--- src/rtl/relu_issue_seq.sv ---
// relu_issue_seq
// Streams an M x N FP32 matrix into an external ReLU engine one element at a
// time (AWR), kicks the engine (START), polls its status (STAT) until it is
// idle, then reads every result back (YRD) and presents it on the y stream.
// This block only sequences instructions; element data passes through as-is.
//
// Optional build macro: RELU_ISSUE_SEQ_TIMEOUT_EN
//   When defined, POLL_WAIT and RD_WAIT give up after TIMEOUT cycles without a
//   matching writeback and park in ERR with job_err set until reset.
//   When undefined, the wait states wait forever and job_err is tied low.
//
// Ports
//   clk, rst                      clock, synchronous active-high reset
//   job_start                     start one M*N job (ignored unless idle)
//   job_busy, job_done, job_err   in progress / end pulse / sticky timeout
//   x_valid, x_ready, x_data      input element stream, row-major
//   y_valid, y_ready, y_data      output element stream
//   y_row, y_col                  indices of the element on y_data
//   instr_valid, instr_ready      instruction request handshake
//   instr, rs1_val, rs2_val       R-type word and operands
//   rd_addr                       destination register of the request
//   rd_we, rd_waddr, rd_wdata     engine writeback
//
// State     | meaning
// IDLE      | waiting for job_start
// LOAD      | accepting x elements, one AWR per element
// START     | issuing START
// POLL      | issuing STAT
// POLL_WAIT | waiting for the STAT writeback (register 1)
// RD        | issuing YRD for the current element
// RD_WAIT   | waiting for the YRD writeback (register 2)
// OUT       | presenting the element on y until accepted
// DONE      | one-cycle job_done pulse
// ERR       | writeback timed out, parked until reset (macro builds only)

module relu_issue_seq #(
  parameter int M       = 8,
  parameter int N       = 8,
  parameter int DATA_W  = 32,
  parameter int TIMEOUT = 256
) (
  input  logic              clk,
  input  logic              rst,
  input  logic              job_start,
  output logic              job_busy,
  output logic              job_done,
  output logic              job_err,
  input  logic              x_valid,
  output logic              x_ready,
  input  logic [DATA_W-1:0] x_data,
  output logic              y_valid,
  input  logic              y_ready,
  output logic [DATA_W-1:0] y_data,
  output logic [15:0]       y_row,
  output logic [15:0]       y_col,
  output logic              instr_valid,
  input  logic              instr_ready,
  output logic [31:0]       instr,
  output logic [31:0]       rs1_val,
  output logic [31:0]       rs2_val,
  output logic [4:0]        rd_addr,
  input  logic              rd_we,
  input  logic [4:0]        rd_waddr,
  input  logic [31:0]       rd_wdata
);

  typedef enum logic [3:0] {
    IDLE,
    LOAD,
    START,
    POLL,
    POLL_WAIT,
    RD,
    RD_WAIT,
    OUT,
    DONE
`ifdef RELU_ISSUE_SEQ_TIMEOUT_EN
    , ERR
`endif
  } state_t;

  localparam logic [2:0] F_AWR   = 3'b000;
  localparam logic [2:0] F_START = 3'b001;
  localparam logic [2:0] F_STAT  = 3'b010;
  localparam logic [2:0] F_YRD   = 3'b011;

  localparam logic [4:0] REG_NONE = 5'd0;
  localparam logic [4:0] REG_STAT = 5'd1;
  localparam logic [4:0] REG_YRD  = 5'd2;

  function automatic logic [31:0] rtype_word(input logic [2:0] funct3);
    return {7'h03, 10'd0, funct3, 5'd0, 7'h33};
  endfunction

  state_t      state;
  logic [15:0] row;
  logic [15:0] col;
  logic        last_col;
  logic        last_elem;

  assign last_col  = (col == 16'(N - 1));
  assign last_elem = last_col && (row == 16'(M - 1));

  // x is only accepted while no AWR is waiting, so one x beat maps to one AWR.
  assign x_ready  = (state == LOAD) && !instr_valid;
  assign job_busy = (state != IDLE);

`ifdef RELU_ISSUE_SEQ_TIMEOUT_EN
  localparam int TW = $clog2(TIMEOUT + 1);
  logic [TW-1:0] wait_cnt;
  logic          wait_tc;

  // Down-counter loaded on entry to a wait state; terminal count at zero.
  assign wait_tc = (wait_cnt == '0);
`else
  assign job_err = 1'b0;
`endif

  always_ff @(posedge clk) begin
    if (rst) begin
      state       <= IDLE;
      row         <= '0;
      col         <= '0;
      instr_valid <= 1'b0;
      instr       <= '0;
      rs1_val     <= '0;
      rs2_val     <= '0;
      rd_addr     <= '0;
      y_valid     <= 1'b0;
      y_data      <= '0;
      y_row       <= '0;
      y_col       <= '0;
      job_done    <= 1'b0;
`ifdef RELU_ISSUE_SEQ_TIMEOUT_EN
      wait_cnt    <= '0;
      job_err     <= 1'b0;
`endif
    end else begin
      job_done <= 1'b0;
      case (state)
        IDLE: begin
          if (job_start) begin
            state <= LOAD;
            row   <= '0;
            col   <= '0;
          end
        end

        LOAD: begin
          if (instr_valid) begin
            if (instr_ready) begin
              instr_valid <= 1'b0;
              if (last_elem) begin
                state <= START;
              end else if (last_col) begin
                col <= '0;
                row <= row + 16'd1;
              end else begin
                col <= col + 16'd1;
              end
            end
          end else if (x_valid) begin
            instr_valid <= 1'b1;
            instr       <= rtype_word(F_AWR);
            rs1_val     <= {row, col};
            rs2_val     <= 32'(x_data);
            rd_addr     <= REG_NONE;
          end
        end

        START: begin
          if (instr_valid) begin
            if (instr_ready) begin
              instr_valid <= 1'b0;
              state       <= POLL;
            end
          end else begin
            instr_valid <= 1'b1;
            instr       <= rtype_word(F_START);
            rs1_val     <= '0;
            rs2_val     <= '0;
            rd_addr     <= REG_NONE;
          end
        end

        POLL: begin
          if (instr_valid) begin
            if (instr_ready) begin
              instr_valid <= 1'b0;
              state       <= POLL_WAIT;
`ifdef RELU_ISSUE_SEQ_TIMEOUT_EN
              wait_cnt    <= TW'(TIMEOUT - 1);
`endif
            end
          end else begin
            instr_valid <= 1'b1;
            instr       <= rtype_word(F_STAT);
            rs1_val     <= '0;
            rs2_val     <= '0;
            rd_addr     <= REG_STAT;
          end
        end

        POLL_WAIT: begin
          if (rd_we && (rd_waddr == REG_STAT)) begin
            // Bit 1 of the status word is the engine busy flag.
            if (rd_wdata[1]) begin
              state <= POLL;
            end else begin
              state <= RD;
              row   <= '0;
              col   <= '0;
            end
          end
`ifdef RELU_ISSUE_SEQ_TIMEOUT_EN
          else if (wait_tc) begin
            state   <= ERR;
            job_err <= 1'b1;
          end else begin
            wait_cnt <= wait_cnt - TW'(1);
          end
`endif
        end

        RD: begin
          if (instr_valid) begin
            if (instr_ready) begin
              instr_valid <= 1'b0;
              state       <= RD_WAIT;
`ifdef RELU_ISSUE_SEQ_TIMEOUT_EN
              wait_cnt    <= TW'(TIMEOUT - 1);
`endif
            end
          end else begin
            instr_valid <= 1'b1;
            instr       <= rtype_word(F_YRD);
            rs1_val     <= {row, col};
            rs2_val     <= '0;
            rd_addr     <= REG_YRD;
          end
        end

        RD_WAIT: begin
          if (rd_we && (rd_waddr == REG_YRD)) begin
            y_data  <= DATA_W'(rd_wdata);
            y_row   <= row;
            y_col   <= col;
            y_valid <= 1'b1;
            state   <= OUT;
          end
`ifdef RELU_ISSUE_SEQ_TIMEOUT_EN
          else if (wait_tc) begin
            state   <= ERR;
            job_err <= 1'b1;
          end else begin
            wait_cnt <= wait_cnt - TW'(1);
          end
`endif
        end

        OUT: begin
          if (y_ready) begin
            y_valid <= 1'b0;
            if (last_elem) begin
              state    <= DONE;
              job_done <= 1'b1;
            end else begin
              state <= RD;
              if (last_col) begin
                col <= '0;
                row <= row + 16'd1;
              end else begin
                col <= col + 16'd1;
              end
            end
          end
        end

        DONE: begin
          state <= IDLE;
        end

`ifdef RELU_ISSUE_SEQ_TIMEOUT_EN
        ERR: begin
          state <= ERR;
        end
`endif

        default: begin
          state <= IDLE;
        end
      endcase
    end
  end

endmodule

--- config.mk ---
export PLATFORM = sky130hd
export DESIGN_NAME = relu_issue_seq
export DESIGN_NICKNAME = d
export VERILOG_FILES = /design/src/rtl/relu_issue_seq.sv
export SDC_FILE = /design/constraint.sdc
export NUM_CORES = 1
export LEC_CHECK = 0
export BUFFER_PORTS_ARGS = -buffer_cell sky130_fd_sc_hd__clkbuf_2
export CORE_MARGIN = 8
export CORE_UTILIZATION = 51
export DETAILED_ROUTE_END_ITERATION = 8
export PLACE_DENSITY = 0.8
export REMOVE_ABC_BUFFERS = 1
export SKIP_LAST_GASP = 1
export SYNTH_ARGS = -nofsm -noshare
export SYNTH_HDL_FRONTEND = slang
export SYNTH_SLANG_ARGS = --single-unit
--- constraint.sdc ---
create_clock -name clk -period 2.6 [get_ports clk]
set_input_delay 0.52 -clock clk [delete_from_list [all_inputs] [get_ports clk]]
set_output_delay 0.52 -clock clk [all_outputs]
set_load 0.01 [all_outputs]
==> results.yml <==
run_status:
  status: "finished clean"
placement:
  dpl_cell_area_um2: 8500
  dp.cells: 1278
  hpwl_um: 14400
  port_buffers: 218
  gp_congestion: 0.844
logic_synthesis:
  synth_xor_area_share_pct: 0
  synthCells: 941
  synthSimpleGateAreaFrac_pct: 26.3
  ys_ff_latch: 172
  ys_seq_area_share_pct: 45.6
  synth_ff_type: "dfxtp_1"
  synthMuxAreaShare_pct: 0.927
  synth_edf_count: 0
  ys_warn_count: 0
  ys_types: 60
  synth_top_family_by_area: "simple AND/OR/NAND/NOR gates"
  syn-cell-area_um2: 7560
  synth_compound_area_share_pct: 17.3
  synth.avg_cell_area_um2: 8.03
  synthAdderAreaFrac_pct: 0.331
  async_flop_share_pct: 0
final_layout:
  fillers: 1332
  fin_cells: 1310
  final_nets: 1191
  n_antenna_cell: 0
  design_area_um2: 9130
  multi_input_area_um2: 3500
  area_delta_synth_final_pct: 20.8
  drive_above_1_share_pct: 25.8
  regArea_um2: 3440
pwr:
  power.density_nw_per_um2: 803
  p_leak_uw: 0.00356
  seq_power_share_pct: 39.4
  p_comb_share_pct: 24.4
  switching_power_uw: 2400
  p_int_uw: 4940
  peakVddDrop_v: 0.000475
  p_total_uw: 7340
  p_clk_share_pct: 36.2
  p_sw_share_pct: 32.7
clock_tree:
  hold_buffers: 0
  clk_path_buf_depth: 2
  cts_root_buf: "clkbuf_16"
  cts-buffers-inserted: 17
  clk_latency_ps: 430
  cts_sinks: 172
  htree_levels: 4
  clkTransAtPathRegs_ps: 70
  cts_tree: "yes"
  cts_resized: 0
  cts_setup_buffers: 0
global_routing:
  antenna_found_initial: 0
  grt_max_degree: 88
  grt_pass1_wl_um: 32900
  grt_pass1_vias: 6644
  gr-total-overflow: 0
  grt_util_all_layers_pct: 21.4
sta:
  relSlewSlack_pct: 47.1
  skew_ps: 8.57
  setup-tns-final_ps: 0
  rsz0062_at_grt: "false"
  finalSetupViolCount: 0
  tightest_slew_ps: 793
  min_period_over_period_pct: 92.8
  hold_viol_final: 0
  post-route-min-period_ps: 2410
  fmax_mhz: 415
  drv_slew: 0
worst_hold_path:
  hp-class: "primary input to flop"
worst_setup_path:
  cp-start-kind: "flop"
  end_kind: "flop"
  worstPathArrival_ps: 2770
  worstSetupPathType: "flop to flop"
  worstPathRequired_ps: 2950
  crit_fanout: 38
  reg2reg_slack_ps: 190
floorplanning:
  die_h_um: 138
  coreArea_um2: 14500
  io_pins: 247
  row_count: 44
  die_area_um2: 19000
  die_x_um: 138
  start_util_pct: 52.0
route:
  met3_length_um: 1350
  vias_per_cell: 5.46
  drt_wl_total_um: 20800
  top_layer_used: "met4"
  ant_nets: 0
  vias: 7152
  route.layer.met1.wl_um: 8530
  drc: 0
  dr.first_iter.drc_count: 625
  wl_per_cell_um: 15.9
  wl_met2_um: 10500
  first_pass_iters: 5
job:
  cap_violations: 0
## through the flow
stage	hold WS [ps]	worst slack [ps]	utilization (%)
2_1_floorplan	464	-276	-
3_3_place_gp	437	136	58.5
3_5_place_dp	442	90.0	58.5
4_1_cts	292	197	62.8
5_1_grt	307	7.88	62.8
6_report	306	188	62.8
## critical path: stages, from the launching register on
cell      delay [ps]
dfxtp_1          600
nand2b_1         230
a21o_1           350
a21o_2           610
buf_12           290
nand2_1           90
a21oi_1          150
## kinds of logic (layout without fill, tap and decap cells)
logic type	after synthesis	in the layout
compound gates	225	225
fa+ha+maj	2	2
buf+inv	122	280
flops	172	172
mux	7	7
other cells	1	28
simple gates	412	412
## state kept, by name, summed over array words and instances, names as in the netlist
| register | cells |
|---|---|
| rs1_val | 32 |
| rs2_val | 32 |
| y_data | 32 |
| col | 16 |
| row | 16 |
| y_col | 16 |
| y_row | 16 |
| state | 4 |
| instr | 3 |
| rd_addr | 2 |
| instr_valid | 1 |
| job_done | 1 |
| y_valid | 1 |
## cell type report
type	count	area share, %
clock buffer	21	5.15
clock inverter	11	1.71
inverter	8	0.329
multi-input combinational	674	38.3
sequential	172	37.7
tap	184	2.52
timing repair buffer	240	14.2
## cells in the final DEF, fill, tap and decap left out, drive strengths merged, types with 2 or more instances in the layout
cell type,count
inv,11
o21ai,21
nor2,21
nor4bb,2
dfxtp,172
nor4,9
nand3,79
and4,7
a311oi,10
or4b,2
buf,23
nor4b,3
o32ai,4
mux2i,7
a21oi,153
nand3b,4
or3,6
or4,8
a21o,3
a31oi,10
nand2b,6
clkbuf,238
clkinv,2
nand4,7
nor3,17
o31ai,6
a211oi,4
conb,28
o211ai,4
nand2,224
and3,8
ha,2
and2,5
bufinv,3
clkinvlp,3
## power by group through the flow
stage	registers [µW]	logic, µW	clock network [µW]
after floorplan	3020	952	0
after global placement	2940	1740	0
after detailed placement	2950	1780	0
after CTS	2890	1780	2710
after global routing	2910	1950	2820
final	2890	1790	2660
## Yosys cell counts, drive strengths merged, types with 5 or more instances
| library cell | instances | area, µm² |
|---|---|---|
| a21oi | 153 | 781 |
| a311oi | 10 | 93.8 |
| a31oi | 10 | 62.6 |
| and2 | 5 | 31.3 |
| and3 | 8 | 60.1 |
| and4 | 7 | 63.8 |
| buf | 77 | 554 |
| clkbuf | 37 | 139 |
| dfxtp | 172 | 3440 |
| inv | 8 | 30.0 |
| mux2i | 7 | 70.1 |
| nand2 | 224 | 841 |
| nand2b | 6 | 37.5 |
| nand3 | 79 | 395 |
| nand4 | 7 | 58.8 |
| nor2 | 21 | 81.3 |
| nor3 | 17 | 95.1 |
| nor4 | 9 | 71.3 |
| o21ai | 21 | 109 |
| o31ai | 6 | 45.0 |
| or3 | 6 | 37.5 |
| or4 | 8 | 60.1 |
## path summary, 6_finish.rpt
kind / start / to / depth (start not counted)
worst max register to register: state[2]$_SDFFE_PP0P_ / rs1_val[25]$_SDFFE_PP0P_ / 6
worst min register to register: rs1_val[22]$_SDFFE_PP0P_ / rs1_val[22]$_SDFFE_PP0P_ / 2
worst min-delay path: rd_wdata[19] / y_data[19]$_SDFFE_PP0P_ / 3
worst max-delay path: state[2]$_SDFFE_PP0P_ / rs1_val[25]$_SDFFE_PP0P_ / 6
## layer usage
layer,vias to the layer above,global-route usage [%]
li1,3548,-
met1,3340,25.2
met2,228,36.8
met3,36,5.14
met4,0,7.82
met5,-,0
No activity file was read; power rests on OpenSTA's default activity.
